### config.mk
export PLATFORM = sky130hd
export DESIGN_NAME = pc_unit
export DESIGN_NICKNAME = d
export VERILOG_FILES = /design/src/rtl/pc_pkg.sv /design/src/rtl/pc_unit_add.sv /design/src/rtl/pc_unit_return_stack.sv /design/src/rtl/pc_unit.sv
export SDC_FILE = /design/constraint.sdc
export NUM_CORES = 1
export LEC_CHECK = 0
export CAP_MARGIN = 30
export CORE_MARGIN = 10
export CORE_UTILIZATION = 43
export DETAILED_ROUTE_END_ITERATION = 12
export GPL_ROUTABILITY_DRIVEN = 1
export PLACE_DENSITY_LB_ADDON = 0.1
export SLEW_MARGIN = 10
export SYNTH_ARGS = -nofsm -noshare
export SYNTH_HDL_FRONTEND = slang
export SYNTH_SLANG_ARGS = --single-unit
### constraint.sdc
create_clock -name Clock -period 4.1 [get_ports Clock]
set_clock_uncertainty 0.1 [all_clocks]
set_input_delay 0.82 -clock Clock [delete_from_list [all_inputs] [get_ports Clock]]
set_output_delay 0.82 -clock Clock [all_outputs]
set_load 0.01 [all_outputs]
### src/rtl/pc_pkg.sv
// pc_pkg: shared types and constants for the program-counter unit.
// The next-PC select enum, default width/step values and a log2 helper
// used to size the return-stack pointer.
package pc_pkg;

    typedef enum logic [2:0] {
        SEL_SEQ    = 3'd0,
        SEL_BRANCH = 3'd1,
        SEL_CALL   = 3'd2,
        SEL_JUMP   = 3'd3,
        SEL_RETURN = 3'd4
    } pc_sel_e;

    localparam int PC_WIDTH_DEF = 32;
    localparam int PC_STEP_DEF  = 4;

    // Smallest r with 2**r >= depth; depth is a power of two >= 2.
    function automatic int log2_depth(input int depth);
        int r;
        r = 0;
        for (int i = 0; i < 31; i++) begin
            if ((32'sd1 <<< i) < depth) begin
                r = i + 1;
            end else begin
                r = r;
            end
        end
        return r;
    endfunction

endpackage

### src/rtl/pc_unit_add.sv
// ADD: constant-operand adder, Y = A + B modulo 2**WIDTH.
// Used by pc_unit as the sequential-step incrementer.
module ADD #(
    parameter int WIDTH = 32,
    parameter int B     = 4
) (
    input  logic [WIDTH-1:0] A,
    output logic [WIDTH-1:0] Y
);

    localparam logic [WIDTH-1:0] B_VEC = WIDTH'(B);

    assign Y = A + B_VEC;

endmodule

### src/rtl/pc_unit_return_stack.sv
// return_stack: circular LIFO of return addresses for pc_unit.
// A push when full overwrites the oldest entry and the count saturates at
// DEPTH. A pop on an empty stack is ignored. Push wins if both are raised,
// although the owner never raises both together.
module return_stack
    import pc_pkg::*;
#(
    parameter int WIDTH = PC_WIDTH_DEF,
    parameter int DEPTH = 4
) (
    input  logic             Clock,
    input  logic             Reset,
    input  logic             Push,
    input  logic             Pop,
    input  logic [WIDTH-1:0] PushData,
    output logic [WIDTH-1:0] Top,
    output logic             Empty,
    output logic             Full
);

    localparam int            AW       = log2_depth(DEPTH);
    localparam logic [AW-1:0] ONE_IDX  = AW'(1);
    localparam logic [AW:0]   ONE_CNT  = (AW+1)'(1);
    localparam logic [AW:0]   FULL_CNT = (AW+1)'(DEPTH);

    logic [WIDTH-1:0] mem_r [DEPTH];
    logic [AW-1:0]    ptr_r;     // next slot to write
    logic [AW:0]      count_r;
    logic [AW-1:0]    top_idx_s;

    assign top_idx_s = ptr_r - ONE_IDX;
    assign Top       = mem_r[top_idx_s];
    assign Empty     = (count_r == '0);
    assign Full      = (count_r == FULL_CNT);

    // Pointer and occupancy count; reset discards every entry.
    always_ff @(posedge Clock) begin
        if (Reset) begin
            ptr_r   <= '0;
            count_r <= '0;
        end else if (Push) begin
            ptr_r   <= ptr_r + ONE_IDX;
            count_r <= Full ? count_r : (count_r + ONE_CNT);
        end else if (Pop && !Empty) begin
            ptr_r   <= top_idx_s;
            count_r <= count_r - ONE_CNT;
        end else begin
            ptr_r   <= ptr_r;
            count_r <= count_r;
        end
    end

    // Entry storage; contents are don't-care until pushed.
    always_ff @(posedge Clock) begin
        if (Push && !Reset) begin
            mem_r[ptr_r] <= PushData;
        end
    end

endmodule

### src/rtl/pc_unit.sv
// pc_unit: fetch-stage program counter.
// Sequential advance by STEP, redirects with priority
// Branch > Call > Jump > Return > sequential, stall via Enable, and an
// optional return-address stack built only when PC_RAS_EN is defined.
// Without PC_RAS_EN, Call behaves as Jump and Return is ignored.
module pc_unit
    import pc_pkg::*;
#(
    parameter int               WIDTH        = PC_WIDTH_DEF,
    parameter int               STEP         = PC_STEP_DEF,
    parameter logic [WIDTH-1:0] RESET_VECTOR = '0,
    parameter int               RAS_DEPTH    = 4
) (
    input  logic             Clock,
    input  logic             Reset,
    input  logic             Enable,
    input  logic             BranchTaken,
    input  logic [WIDTH-1:0] BranchTarget,
    input  logic             Jump,
    input  logic             Call,
    input  logic             Return,
    input  logic [WIDTH-1:0] JumpTarget,
    output logic [WIDTH-1:0] Out,
    output logic [WIDTH-1:0] OutPlusStep,
    output logic             RasEmpty,
    output logic             RasFull,
    output logic             Underflow
);

    logic [WIDTH-1:0] out_r;
    logic [WIDTH-1:0] plus_step_s;
    logic [WIDTH-1:0] next_pc_s;
    logic [WIDTH-1:0] ras_top_s;
    logic             ras_empty_s;
    logic             ras_full_s;
    logic             ret_req_s;
    logic             push_s;
    logic             pop_s;
    logic             underflow_next_s;
    logic             underflow_r;
    pc_sel_e          sel_s;

    ADD #(.WIDTH(WIDTH), .B(STEP)) u_inc (
        .A (out_r),
        .Y (plus_step_s)
    );

`ifdef PC_RAS_EN
    assign ret_req_s = Return;

    return_stack #(.WIDTH(WIDTH), .DEPTH(RAS_DEPTH)) u_ras (
        .Clock    (Clock),
        .Reset    (Reset),
        .Push     (push_s),
        .Pop      (pop_s),
        .PushData (plus_step_s),
        .Top      (ras_top_s),
        .Empty    (ras_empty_s),
        .Full     (ras_full_s)
    );
`else
    logic ras_unused_s;
    assign ret_req_s    = 1'b0;
    assign ras_top_s    = '0;
    assign ras_empty_s  = 1'b1;
    assign ras_full_s   = 1'b0;
    assign ras_unused_s = ^{Return, push_s, pop_s, 32'(RAS_DEPTH)};
`endif

    // Priority select of the next-PC source and the stack side effects.
    always_comb begin
        sel_s            = SEL_SEQ;
        next_pc_s        = plus_step_s;
        if (BranchTaken) begin
            sel_s = SEL_BRANCH;
        end else if (Call) begin
            sel_s = SEL_CALL;
        end else if (Jump) begin
            sel_s = SEL_JUMP;
        end else if (ret_req_s) begin
            sel_s = SEL_RETURN;
        end else begin
            sel_s = SEL_SEQ;
        end
        case (sel_s)
            SEL_SEQ:    next_pc_s = plus_step_s;
            SEL_BRANCH: next_pc_s = BranchTarget;
            SEL_CALL:   next_pc_s = JumpTarget;
            SEL_JUMP:   next_pc_s = JumpTarget;
            SEL_RETURN: next_pc_s = ras_empty_s ? plus_step_s : ras_top_s;
            default:    next_pc_s = plus_step_s;
        endcase
        push_s           = Enable && (sel_s == SEL_CALL) && !Reset;
        pop_s            = Enable && (sel_s == SEL_RETURN) && !ras_empty_s && !Reset;
        underflow_next_s = Enable && (sel_s == SEL_RETURN) && ras_empty_s;
    end

    // PC register: reset overrides everything, stall holds.
    always_ff @(posedge Clock) begin
        if (Reset) begin
            out_r <= RESET_VECTOR;
        end else if (Enable) begin
            out_r <= next_pc_s;
        end else begin
            out_r <= out_r;
        end
    end

    // One-cycle underflow pulse; a stalled cycle clears it.
    always_ff @(posedge Clock) begin
        if (Reset) begin
            underflow_r <= 1'b0;
        end else begin
            underflow_r <= underflow_next_s;
        end
    end

    assign Out         = out_r;
    assign OutPlusStep = plus_step_s;
    assign RasEmpty    = ras_empty_s;
    assign RasFull     = ras_full_s;
    assign Underflow   = underflow_r;

endmodule

[After elaboration in Yosys (flattened, before gate mapping)]
Cells that the tools add are included.
Storage, ports and cells
  bits in registers: 33
  output and inout bits: 67
  input port bits: 71
Operators by class
  reduce and logical (&&, ||, !) cells: 2
  equality and inequality tests: 4
  muxes and demuxes: 4
  $add $sub $neg: 1
Operator list (number)
  32-bit one-hot mux with 2 select lines: 1
  32-bit by 3-bit adder with 32-bit output (second input constant): 1
  3-bit by 2-bit equality test with 1-bit output (second input constant): 2
  3-bit two-way mux: 2
  3-bit by 1-bit equality test with 1-bit output (second input constant): 1
  3-bit equality test (second input constant): 1
  2-bit two-way mux: 1
  2-bit OR reduction: 1
  1-bit logical AND: 1

[Longest topological paths before layout]
  depth after elaboration: 6
  mapped depth: 7
  mapped depth without buffers: 6

[Hierarchy]
A second synthesis with hierarchy kept.
Unflattened totals
  cell total of the unflattened synthesis: 274
  area, all modules: 2197.1 um2
By module, submodules not included
  pc_unit: cells each 191, instances 1, area an instance 1616.6 um2
  ADD: cells each 83, instances 1, area an instance 580.6 um2

[Worst setup path after synthesis]
No wires, ideal clock.
  kind: register -> output
  start point: reg out_r[9] (netlist: Out[9])
  end point: out OutPlusStep[29]
  setup slack: 0.857 ns
  required time: 3.180 ns
  stages on the path, launching flop included: 8
  arrival time: 2.323 ns
  cells stage by stage: dfxtp_1 buf_2 nand4_2 or4_4 buf_6 or3_4 or3_4 xnor2_1
Between the ends
  word-level cells in the longest chain between the ends: 1
RTL lines
  start: declaration: RTL line pc_unit.sv:30  | logic [WIDTH-1:0] out_r;
  start signal: assignment: RTL line pc_unit.sv:103  | out_r <= next_pc_s;
  start signal: assignment: RTL line pc_unit.sv:105  | out_r <= out_r;
  32-bit by 3-bit adder with 32-bit output: RTL line pc_unit_add.sv:13  | assign Y = A + B_VEC;
  end: declaration: RTL line pc_unit.sv:24  | output logic [WIDTH-1:0] OutPlusStep,
Every way passes these cells.

[Final worst setup path]
  start point: reg out_r[11] (netlist: Out[11])
  end point: out OutPlusStep[29]
Same word-level chain as after synthesis.

==> PnR_summary.wiki <==
{| class="wikitable"
! Metric !! Value
|-
| Result of the run || finished clean
|-
| Maximum resistive drop on vdd || about 0.17 mV
|-
| Worst EP arrival || approximately 3 ns
|-
| Kind of end point of the critical path || primary output
|-
| Total power || roughly 920 uW
|-
| Setup Buffers After CTS || 0
|-
| Placed cell areas || between 3000 and 4000 um2
|-
| Final max-slew violation count || 0
|-
| Vert. Die Dim || between 90 and 100 um
|-
| Leakage power of the design || 1.446 nW
|-
| Post-DP HPWL || around 7800 um
|-
| Utilization of the core after routing || between 70% and 80%
|-
| Aggregate global-route resource usage || slightly above 20%
|-
| Worst Slack Setup Final || ~0.14 ns
|-
| Synth Area per Inst || 7.452 um2
|-
| Antenna Diode Count || 0
|-
| Total number of yosys warnings || 0
|-
| Area of the die || around 9400 um2
|-
| Total gr overflow || 0
|-
| Critical path type || reg2out
|-
| Number of enable-type register cells in the synthesized netlist || 0
|-
| Slew margin rel. || between 40% and 50%
|-
| Unrepaired setup endpoints after global routing || false
|-
| Clock latency reported for the late side of the worst-skew pair || between 0.2 and 0.3 ns
|-
| Final Routed Wirelength || between 10,000 and 15,000 um
|-
| Critical Path Most Common Cell || sky130_fd_sc_hd__or3_4
|-
| Total power divided by cell area || ~230 nW/um2
|-
| Final worst path period need || around 4.0 ns
|-
| Peak clock frequency supported by timing || between 0.2 and 0.3 GHz
|-
| RD Place Congestion || ~0.85
|-
| Count of boundary I/O pins || between 100 and 150
|-
| Number of vias per cell || slightly below 6
|-
| Top cell type's share of synthesized area || roughly a quarter
|-
| ANT nets after route || 0
|-
| Yosys top cell by area || sky130_fd_sc_hd__dfxtp_1
|-
| Classification of the worst-slack hold path || reg2reg
|-
| Horiz. Die Dim || 96.88 um
|-
| Wire length per cell after detailed routing || between 15 and 20 um
|-
| Most common cell in the synthesized netlist || sky130_fd_sc_hd__nand2_1
|-
| Antenna violations before repair || 0
|-
| H-tree lvl count || 2
|-
| Growth of design area from synthesis to finish || 56.97%
|-
| Number of global-route vias before repair || 3,013
|-
| Starting utilization of the core area || a little under half
|-
| Buffers from clock root to sink, at most || 2
|-
| Largest net degree at the start of global routing || 31
|-
| Max Cap Violations || 0
|-
| Worst Setup Start Kind || flip-flop
|-
| Largest stage delay on the critical path || roughly 0.61 ns
|-
| Final setup TNS || 0 ns
|-
| Sequential share of the synthesized area || between 20% and 30%
|-
| Fraction of layout cells with a size suffix above 1 || 6.739%
|-
| Wire length of the first global-routing pass || between 15,000 and 20,000 um
|-
| Placement Rows || 27
|-
| Detailed Routing Iterations Pass 1 || 5
|-
| Fin area || between 3000 and 4000 um2
|-
| Crit-path slowest cell || sky130_fd_sc_hd__or4_4
|-
| Cell types with the highest counts after synthesis || sky130_fd_sc_hd__nand2_1 (34), sky130_fd_sc_hd__dfxtp_1 (32), sky130_fd_sc_hd__nor2_1 (27)
|-
| Worst-case setup slack after placement || approximately 0.43 ns
|-
| Cell area after synthesis || between 2000 and 3000 um2
|-
| Number of CTS-inserted buffers || 5
|-
| Crit-path cells || nand4_2, or4_4, or3_4, or3_4, xnor2_1, clkdlybuf4s50_1
|-
| Slew at the pin closest to its max-slew limit || between 0.8 and 0.9 ns
|-
| Worst-path fanout max || 9
|-
| Clock tree from TritonCTS || built
|-
| Core area || approximately 5600 um2
|-
| Clock slew at reported path FFs || 0.07 ns
|-
| Number of instances in the synthesized netlist || around 340
|-
| Most area-consuming cells after synthesis || sky130_fd_sc_hd__dfxtp_1 (25%), sky130_fd_sc_hd__xnor2_1 (6.2%), sky130_fd_sc_hd__o21ai_0 (5.1%), sky130_fd_sc_hd__nand2_1 (5.0%), sky130_fd_sc_hd__mux2i_1 (4.3%)
|-
| Final setup vio count || 0
|-
| DRC || 0
|-
| CTS Root Cell || sky130_fd_sc_hd__clkbuf_8
|-
| Data required time at the worst endpoint || around 3.2 ns
|-
| Initial DRC Count || approximately 190
|-
| Nets || 532
|-
| Hold Path Depth || 2
|-
| Fillers || approximately 470
|-
| Total number of vias || around 3,100
|-
| Hold violation count in the final report || 0
|-
| Flip-flop count of the largest register, all copies and words added || 32
|-
| Port Buffers || between 100 and 150
|-
| Synthesized flop and latch total || 32
|-
| Part of the cycle the worst path needs || a little over nine tenths
|-
| FFs w/ async S/R, synth || 0%
|-
| Sink Count || 32
|-
| R2R depth || 5
|-
| Post-synth cell types || 58
|-
| Top flip-flop cell by instance count after synthesis || sky130_fd_sc_hd__dfxtp_1
|}
placed cells by master, fill, tap and decap left out, types with 8 or more instances in the layout:
cell type,netlist,layout
sky130_fd_sc_hd__mux2i_1,11,11
sky130_fd_sc_hd__nor2_1,27,27
sky130_fd_sc_hd__clkdlybuf4s50_1,0,133
sky130_fd_sc_hd__inv_1,8,8
sky130_fd_sc_hd__nor3_1,12,11
sky130_fd_sc_hd__xor2_1,9,9
sky130_fd_sc_hd__nand3_1,14,14
sky130_fd_sc_hd__a21oi_1,20,20
sky130_fd_sc_hd__nand2_1,34,34
sky130_fd_sc_hd__o21ai_0,26,26
sky130_fd_sc_hd__xnor2_1,18,18
sky130_fd_sc_hd__buf_4,5,9
sky130_fd_sc_hd__dfxtp_1,32,31
where the power goes:
part           total [mW]  internal, mW  switching (mW)
Combinational       0.326         0.189           0.138
Sequential          0.366         0.334          0.0326
Clock               0.231         0.115           0.116
timing repair:
action                                 4_1_cts  5_1_grt
resized for setup                            0        1
hold buffers                                 0        0
setup endpoints to repair                    0        1
endpoints found under the hold margin        0        0
cell type report:
class / instances / area, um2 / share of cell area [%]
Multi-Input combinational cell: 269 / 1727 / 43.29
Clock inverter: 1 / 5.005 / 0.1255
Inverter: 9 / 33.78 / 0.8469
Timing Repair Buffer: 143 / 1419 / 35.57
Tap cell: 72 / 90.09 / 2.258
Clock buffer: 6 / 72.57 / 1.819
Sequential cell: 32 / 641.9 / 16.09
per-layer routing:
layer	GRT usage (%)	wire length (um)
met5	0	0
met4	4.171	74
met3	6.458	933
met2	35.17	5119
met1	23.45	4060
worst max-delay path: cells and delay by family, from the launching register on:
family	cells	cell delay, ns
xor gates and xnor gates	1	0.13
buffers and inverters	1	0.55
DFF	1	0.46
and+or+nand+nor	4	1.60
through the flow:
stage               cells  hold slack, ns
floorplan             342          0.4170
global placement      525          0.3991
detailed placement    525          0.4161
CTS                   532          0.4271
global route          532          0.4628
finish                532          0.4268
worst paths after layout:
check / startpoint / to / slack (ns)
setup reg to reg: Out[11] / Out[29] / 1.70
setup / recovery: Out[11] / OutPlusStep[29] / 0.14
hold / removal: Out[17] / Out[17] / 0.43
hold reg to reg: Out[17] / Out[17] / 0.43
kinds of logic after synthesis:
logic type | count (synthesis) | synth area share (%)
other cells | 2 | 0.2955
flops | 32 | 25.21
mux | 15 | 6.105
simple gates | 122 | 24.22
xor+xnor | 27 | 9.306
buf+inv | 41 | 7.189
compound gates | 101 | 27.18
fa+ha+maj | 1 | 0.4923
(Power assumes the default switching activity.)
